<file path="config.mk">
export PLATFORM = sky130hd
export DESIGN_NAME = bocks_vga_timing
export DESIGN_NICKNAME = d
export VERILOG_FILES = /design/src/rtl/bocks_vga_timing.sv
export SDC_FILE = /design/constraint.sdc
export NUM_CORES = 1
export LEC_CHECK = 0
export CAP_MARGIN = 25
export CORE_ASPECT_RATIO = 0.5
export CORE_MARGIN = 5
export CORE_UTILIZATION = 65
export CTS_BUF_LIST = sky130_fd_sc_hd__clkbuf_2 sky130_fd_sc_hd__clkbuf_4 sky130_fd_sc_hd__clkbuf_8
export CTS_CLUSTER_SIZE = 28
export DETAILED_ROUTE_END_ITERATION = 8
export DONT_BUFFER_PORTS = 1
export PLACE_DENSITY = 0.81
export REMOVE_ABC_BUFFERS = 1
export SYNTH_ARGS = -nofsm -noshare
export SYNTH_HDL_FRONTEND = slang
export SYNTH_SLANG_ARGS = --single-unit
</file>
<file path="constraint.sdc">
create_clock -name pclk -period 2.64 [get_ports pclk]
set_clock_uncertainty 0.2 [all_clocks]
set_input_delay 0.528 -clock pclk [delete_from_list [all_inputs] [get_ports pclk]]
set_output_delay 0.528 -clock pclk [all_outputs]
set_load 0.02 [all_outputs]
</file>
<file path="src/rtl/bocks_vga_timing.sv">
// Video timing generator: sync, blanking, data enable and pixel coordinates.
// Define BOCKS_TIMING_CE_EN to add the ce_pix pixel clock enable port.
module bocks_vga_timing #(
   parameter int unsigned H_ACTIVE = 640,
   parameter int unsigned H_FP     = 16,
   parameter int unsigned H_SYNC   = 96,
   parameter int unsigned H_BP     = 48,
   parameter int unsigned V_ACTIVE = 480,
   parameter int unsigned V_FP     = 10,
   parameter int unsigned V_SYNC   = 2,
   parameter int unsigned V_BP     = 33,
   parameter bit          HS_POL   = 1'b0,
   parameter bit          VS_POL   = 1'b0
) (
   input  logic        pclk,
   input  logic        reset,
`ifdef BOCKS_TIMING_CE_EN
   input  logic        ce_pix,
`endif
   output logic        hs,
   output logic        vs,
   output logic        de,
   output logic        hblank,
   output logic        vblank,
   output logic [11:0] x,
   output logic [11:0] y,
   output logic        line_start,
   output logic        frame_start
);

   localparam int unsigned H_TOTAL = H_ACTIVE + H_FP + H_SYNC + H_BP;
   localparam int unsigned V_TOTAL = V_ACTIVE + V_FP + V_SYNC + V_BP;

   if (H_TOTAL > 4096 || V_TOTAL > 4096 ||
       H_ACTIVE == 0 || H_FP == 0 || H_SYNC == 0 || H_BP == 0 ||
       V_ACTIVE == 0 || V_FP == 0 || V_SYNC == 0 || V_BP == 0)
   begin : g_bad_cfg
      $error("bocks_vga_timing: zero parameter or total above 4096");
   end

   localparam logic [11:0] H_ACT  = 12'(H_ACTIVE);
   localparam logic [11:0] HS_BEG = 12'(H_ACTIVE + H_FP);
   localparam logic [11:0] HS_END = 12'(H_ACTIVE + H_FP + H_SYNC);
   localparam logic [11:0] H_LAST = 12'(H_TOTAL - 1);
   localparam logic [11:0] V_ACT  = 12'(V_ACTIVE);
   localparam logic [11:0] VS_BEG = 12'(V_ACTIVE + V_FP);
   localparam logic [11:0] VS_END = 12'(V_ACTIVE + V_FP + V_SYNC);
   localparam logic [11:0] V_LAST = 12'(V_TOTAL - 1);

   logic [11:0] hcnt;
   logic [11:0] vcnt;
   logic        step;
   logic        h_end;
   logic        v_end;
   logic        in_hs;
   logic        in_vs;

`ifdef BOCKS_TIMING_CE_EN
   assign step = ce_pix;
`else
   assign step = 1'b1;
`endif

   assign h_end = (hcnt == H_LAST);
   assign v_end = (vcnt == V_LAST);
   assign in_hs = (hcnt >= HS_BEG) && (hcnt < HS_END);
   assign in_vs = (vcnt >= VS_BEG) && (vcnt < VS_END);

   // Outputs decode the pre-increment counters, so all share one cycle of latency.
   always_ff @(posedge pclk or posedge reset) begin
      if (reset) begin
         hcnt        <= '0;
         vcnt        <= '0;
         x           <= '0;
         y           <= '0;
         hs          <= ~HS_POL;
         vs          <= ~VS_POL;
         de          <= 1'b0;
         hblank      <= 1'b0;
         vblank      <= 1'b0;
         line_start  <= 1'b0;
         frame_start <= 1'b0;
      end else if (step) begin
         hcnt        <= h_end ? 12'd0 : hcnt + 12'd1;
         if (h_end) begin
            vcnt <= v_end ? 12'd0 : vcnt + 12'd1;
         end
         x           <= hcnt;
         y           <= vcnt;
         hs          <= in_hs ? HS_POL : ~HS_POL;
         vs          <= in_vs ? VS_POL : ~VS_POL;
         hblank      <= (hcnt >= H_ACT);
         vblank      <= (vcnt >= V_ACT);
         de          <= (hcnt < H_ACT) && (vcnt < V_ACT);
         line_start  <= (hcnt == 12'd0);
         frame_start <= (hcnt == 12'd0) && (vcnt == 12'd0);
      end
   end

endmodule

</file>
==> results_dict.tcl, run 1 <==
set metrics [dict create \
    run_status "completed" \
    worstMarginPinSlew_ns 0.5358 \
    cts_num_sinks 55 \
    ys_seq_elements 55 \
    drc 0 \
    cts_root_buf "clkbuf_8" \
    rsz0062_at_grt "no" \
    vias 1305 \
    critPathSlowestCell "dfrtp_1" \
    tritoncts "yes" \
    avgSynthCellArea_um2 12.79 \
    finalSetupViolations 0 \
    cp_num_buf_inv 1 \
    period_needed_ns 2.207 \
    post-place-ws_ns 0.4932 \
    synth_area_leader_cell "dfrtp_1" \
    nFillCells 199 \
    yosys_warnings 0 \
    rows 14 \
    fmax_ghz 0.4532 \
    ctsResizeCount 0 \
    track_usage 0.1801 \
    die_w_um 91.07 \
    async_flop_share 1.000 \
    finalHoldViolations 0 \
    maxCapViolations 0 \
    seqCellArea_um2 1379 \
    power_mw 1.352 \
    peakVddDrop_mv 0.4154 \
    grt_pass1_wl_mm 6.465 \
    final.setup.tns_ns 0 \
    fin_nets 182 \
    multiInputGateArea_um2 700.7 \
    overflow 0 \
    netlist_top_cells_area "dfrtp_1 62%, ha_1 2.9%, xnor2_1 2.9%" \
    min-delay-start "vcnt[4]$_DFFE_PP0N_" \
    grt_util_met3 0.05224 \
    top_usage_layer "met2" \
    path_cells "ha_1 > nand3_1 > nor4_4 > buf_4 > nand4_1 > mux2i_1" \
    grt_pass1_vias 1301 \
    io_pins 33 \
    synth_ff_type "dfrtp_1" \
    use_met2 0.2763 \
    crit_path_start_kind "flop" \
    layout_common_cells "53 x dfrtp_1, 11 x nor2_1, 10 x nand2_1, 10 x nand3_1, 8 x inv_1" \
    dp_hpwl_mm 2.468 \
    endpoint "vcnt[4]$_DFFE_PP0N_" \
    max_stage_delay_ns 0.44 \
    path_class "flop to flop" \
    antenna_cells 0 \
    port_buffers 0 \
    drive_above_1_share 0.1250 \
    fin_ws_ns 0.4335 \
    dieArea_um2 4602 \
    regToRegEndpoint "vcnt[4]$_DFFE_PP0N_" \
    rrSetupSlack_ns 0.43 \
    crit_family "simple AND/OR/NAND/NOR gates" \
    cp.depth 6 \
    wl_per_cell_um 17.27 \
    required_ns 2.63 \
    r2r_start "hcnt[0]$_DFF_PP0_" \
    ys_seq_area_frac 0.6456 \
    cp-startpoint "hcnt[0]$_DFF_PP0_" \
    netlist.area_leader.share 0.6210 \
    crit_fanout 15 \
    clk_latency_ns 0.30 \
    final_util 0.7476 \
    syn_inst 167 \
    arrival_ns 2.20 \
    drt_iter0_drc 49 \
    reg2regPathDepth 6 \
    placed_area_um2 2191 \
    power.density_nw_per_um2 586.8 \
    final_common_cell "dfrtp_1" \
    leakage_nw 1.072 \
    post_drt_via_cell_ratio 6.042 \
    htree_levels 2 \
    worstSetupEndpointType "flop" \
    wirelength_mm 3.731 \
    finalCritPeriodShare 0.8358 \
    area_growth_pct 7.909 \
    use_met1 0.2444 \
    syn_area_um2 2136 \
    start_util 0.6928 \
    synth.distinct_cells 36 \
    drv_slew 0 \
    synth_edf_count 0 \
    core_area_um2 3083 \
    hold_class "flop to flop" \
    cts.reportedPaths.clkPinSlew_ns 0.09 \
    gp_congestion 0.8168 \
    die_h_um 50.54 \
    cts_buffer_depth 2 \
    grt_max_degree 31 \
    dr.pass1.iters 4 \
    antenna_left 0 \
    cts_buffers 5 \
    final_area_um2 2305 \
    antenna_found_initial 0 \
    slew_headroom 0.6423 \
]
## metal layers
metal / up-vias / wire [um]
li1: 589 / -
met1: 667 / 1684
met2: 37 / 1787
met3: 12 / 168
met4: 0 / 91
met5: - / 0
## per-stage QoR
step | hold slack (ns) | instances
after global routing | 0.2683 | 216
after CTS | 0.2430 | 216
final | 0.2424 | 216
after global placement | 0.2049 | 207
after floorplan | 0.1949 | 165
after detailed placement | 0.2229 | 207
## state kept, by name (all words and copies together), names as in the netlist
signal / flops
vblank: 1
hcnt: 12
vs: 1
hblank: 1
vcnt: 12
de: 1
hs: 1
y: 12
line_start: 1
x: 12
frame_start: 1
## cell type report
| class | instances | share of cell area |
|---|---|---|
| Sequential cell | 55 | 0.5983 |
| Multi-Input combinational cell | 101 | 0.3040 |
| Clock buffer | 7 | 0.04180 |
| Tap cell | 40 | 0.02172 |
| Timing Repair Buffer | 3 | 0.01629 |
| Inverter | 9 | 0.01466 |
| Clock inverter | 1 | 0.003257 |
## cells in the mapped netlist, types with 2 or more instances
master	count
a21oi_1	2
a31oi_1	2
and3_1	2
buf_6	2
dfrtp_1	53
dfstp_2	2
ha_1	5
inv_1	9
nand2_1	10
nand3_1	10
nand3b_1	3
nand4_1	6
nor2_1	11
nor2b_1	2
nor3_1	4
nor3b_1	2
nor4_1	3
nor4_4	2
o21ai_0	7
or3_1	2
or4_4	2
xnor2_1	7
xor2_1	6
## power by group
group          switching [mW]  internal [mW]  leakage, nW  total, mW
Clock                   0.252          0.239       0.0505      0.491
Sequential                  0          0.842        0.732      0.842
Combinational          0.0158        0.00410        0.289     0.0199
## worst reg2reg max path: cells and delay by family, from the launching register on
family	cells	cell delay [ns]
simple gates	3	0.82
flops	1	0.44
buf+inv	1	0.28
fa+ha+maj	1	0.22
mux	1	0.15
## kinds of logic (layout without fill, tap and decap cells)
family / Yosys count / count (layout) / share of synthesized area
AO/OA/AOI/OAI: 15 / 15 / 0.04160
XOR/XNOR: 14 / 14 / 0.06093
adder cells (fa/ha/maj): 5 / 5 / 0.02929
buffers and inverters: 11 / 20 / 0.02636
flip-flops: 55 / 55 / 0.6456
multiplexers: 1 / 1 / 0.004687
AND/OR/NAND/NOR: 66 / 66 / 0.1916
## timing repair
action,4_1_cts,5_1_grt
setup buffers,0,0
hold endpoints to repair,24,0
hold buffers,1,0
## worst min path at each step
stage                     end  slack (ns)  cells after the start
6_report       y[4]$_DFF_PP0_        0.24                      0
5_1_grt        y[4]$_DFF_PP0_        0.27                      0
3_3_place_gp   y[4]$_DFF_PP0_        0.20                      0
2_1_floorplan  y[4]$_DFF_PP0_        0.19                      0
3_5_place_dp   y[4]$_DFF_PP0_        0.22                      0
4_1_cts        y[4]$_DFF_PP0_        0.24                      0
No activity file was read; power rests on OpenSTA's default activity.
==> run 2: changes to the inputs <==
--- a/config.mk
+++ b/config.mk
@@ -8,12 +8,12 @@
 export CAP_MARGIN = 25
 export CORE_ASPECT_RATIO = 0.5
 export CORE_MARGIN = 5
-export CORE_UTILIZATION = 65
+export CORE_UTILIZATION = 58
 export CTS_BUF_LIST = sky130_fd_sc_hd__clkbuf_2 sky130_fd_sc_hd__clkbuf_4 sky130_fd_sc_hd__clkbuf_8
 export CTS_CLUSTER_SIZE = 28
 export DETAILED_ROUTE_END_ITERATION = 8
 export DONT_BUFFER_PORTS = 1
-export PLACE_DENSITY = 0.81
+export PLACE_DENSITY = 0.76
 export REMOVE_ABC_BUFFERS = 1
 export SYNTH_ARGS = -nofsm -noshare
 export SYNTH_HDL_FRONTEND = slang
==> constraint.sdc (replaced) <==
create_clock -name pclk -period 2 [get_ports pclk]
set_clock_uncertainty 0.2 [all_clocks]
set_input_delay 0.4 -clock pclk [delete_from_list [all_inputs] [get_ports pclk]]
set_output_delay 0.4 -clock pclk [all_outputs]
set_load 0.02 [all_outputs]
==> results_dict.tcl, run 2 (synthesized netlist as in run 1, its figures left out) <==
set metrics [dict create \
    slew_headroom 0.7339 \
    fin_nets 197 \
    dieArea_um2 5070 \
    peakVddDrop_mv 0.3049 \
    min-delay-start "vcnt[4]$_DFFE_PP0N_" \
    required_ns 2.00 \
    antenna_found_initial 0 \
    io_pins 33 \
    final.setup.tns_ns 0 \
    core_area_um2 3491 \
    cts.reportedPaths.clkPinSlew_ns 0.09 \
    leakage_nw 1.154 \
    worstMarginPinSlew_ns 0.3954 \
    drive_above_1_share 0.1990 \
    worstSetupEndpointType "flop" \
    min_to "y[4]$_DFF_PP0_" \
    post-place-ws_ns -0.04013 \
    htree_levels 2 \
    hold_depth 0 \
    r2r_start "hcnt[7]$_DFF_PP0_" \
    finalHoldViolations 0 \
    hold_class "flop to flop" \
    final_util 0.7004 \
    cts_buffer_depth 2 \
    reg2regPathDepth 6 \
    die_w_um 95.82 \
    wirelength_mm 3.718 \
    tritoncts "yes" \
    clk_latency_ns 0.31 \
    port_buffers 0 \
    cts_root_buf "clkbuf_8" \
    period_needed_ns 1.947 \
    grt_max_degree 27 \
    antenna_cells 0 \
    crit_path_start_kind "flop" \
    stdcell_count 242 \
    gp_congestion 0.9153 \
    drt_iter0_drc 93 \
    post_drt_via_cell_ratio 5.508 \
    final_common_cell "dfrtp_1" \
    overflow 0 \
    maxCapViolations 0 \
    cts_buffers 5 \
    track_usage 0.1647 \
    arrival_ns 1.94 \
    crit_fanout 7 \
    start_util 0.6118 \
    rrSetupSlack_ns 0.05 \
    drv_slew 0 \
    dr.pass1.iters 4 \
    fin_ws_ns 0.05280 \
    nFillCells 250 \
    finalSetupViolations 0 \
    path_class "flop to flop" \
    cts_num_sinks 55 \
    run_status "completed" \
    power.density_nw_per_um2 720.3 \
    dp_hpwl_mm 2.634 \
    area_growth_pct 14.47 \
    cp-startpoint "hcnt[7]$_DFF_PP0_" \
    drc 0 \
    power_mw 1.761 \
    die_h_um 52.91 \
    finalCritPeriodShare 0.9736 \
    fmax_ghz 0.5136 \
    rows 15 \
    wl_per_cell_um 15.36 \
    dp_cells 229 \
    grt_pass1_wl_mm 6.058 \
    grt_pass1_vias 1275 \
    layout_common_cells "53 x dfrtp_1, 15 x buf_4, 11 x nor2_1" \
    regToRegEndpoint "hcnt[8]$_DFF_PP0_" \
    antenna_left 0 \
    vias 1333 \
]
## run 2: layer usage
metal  GRT usage  part of all wire  wire (um)
met5           0                 0          0
met4     0.09906             0.023         85
met3     0.03835             0.054        200
met2      0.2670              0.49       1807
met1      0.2035              0.44       1625
## run 2: stage by stage
| stage | instance area [um2] | hold WS, ns |
|---|---|---|
| 2_1_floorplan | 2113 | 0.1949 |
| 3_3_place_gp | 2287 | 0.03380 |
| 3_5_place_dp | 2287 | 0.03412 |
| 4_1_cts | 2400 | 0.2488 |
| 5_1_grt | 2445 | 0.2602 |
| 6_report | 2445 | 0.2549 |
## run 2: where the power goes
| group | internal (mW) | switching (mW) |
|---|---|---|
| Combinational | 0.00407 | 0.0202 |
| Clock | 0.293 | 0.332 |
| Sequential | 1.11 | 0 |
## run 2: worst max-delay path: stages (launching register included)
cell and delay [ns]:
dfrtp_1 0.39, or4_4 0.56, nor4_4 0.23, buf_4 0.18, clkbuf_16 0.14, buf_4 0.11, a21oi_1 0.03
## run 2: worst max path at each step
stage / endpoint / slack (ns) / depth (start not counted)
floorplan: vcnt[8]$_DFFE_PP0N_ / -0.20 / 4
global placement: vcnt[1]$_DFFE_PP0N_ / 0.05 / 5
detailed placement: vcnt[0]$_DFFE_PP0N_ / -0.04 / 5
CTS: vcnt[7]$_DFFE_PP0N_ / 0.0001 / 5
global route: hcnt[8]$_DFF_PP0_ / -0.03 / 6
finish: hcnt[8]$_DFF_PP0_ / 0.05 / 6
## run 2: timing repair
item / in CTS / in global routing
setup endpoints to repair: 4 / 6
cloned: 0 / 1
pin swaps: 1 / 2
hold buffers: 1 / 0
buffers inserted: 1 / 2
endpoints found under the hold margin: 12 / 0
gates resized for setup: 0 / 1
## run 2: layout make-up
type | instances | area, um2 | share of cell area
sequential | 55 | 1379 | 0.5640
multi-input combinational | 101 | 705.7 | 0.2886
timing repair buffer | 18 | 167.7 | 0.06858
clock buffer | 7 | 90.09 | 0.03685
tap | 51 | 63.81 | 0.02610
inverter | 9 | 33.78 | 0.01382
clock inverter | 1 | 5.005 | 0.002047
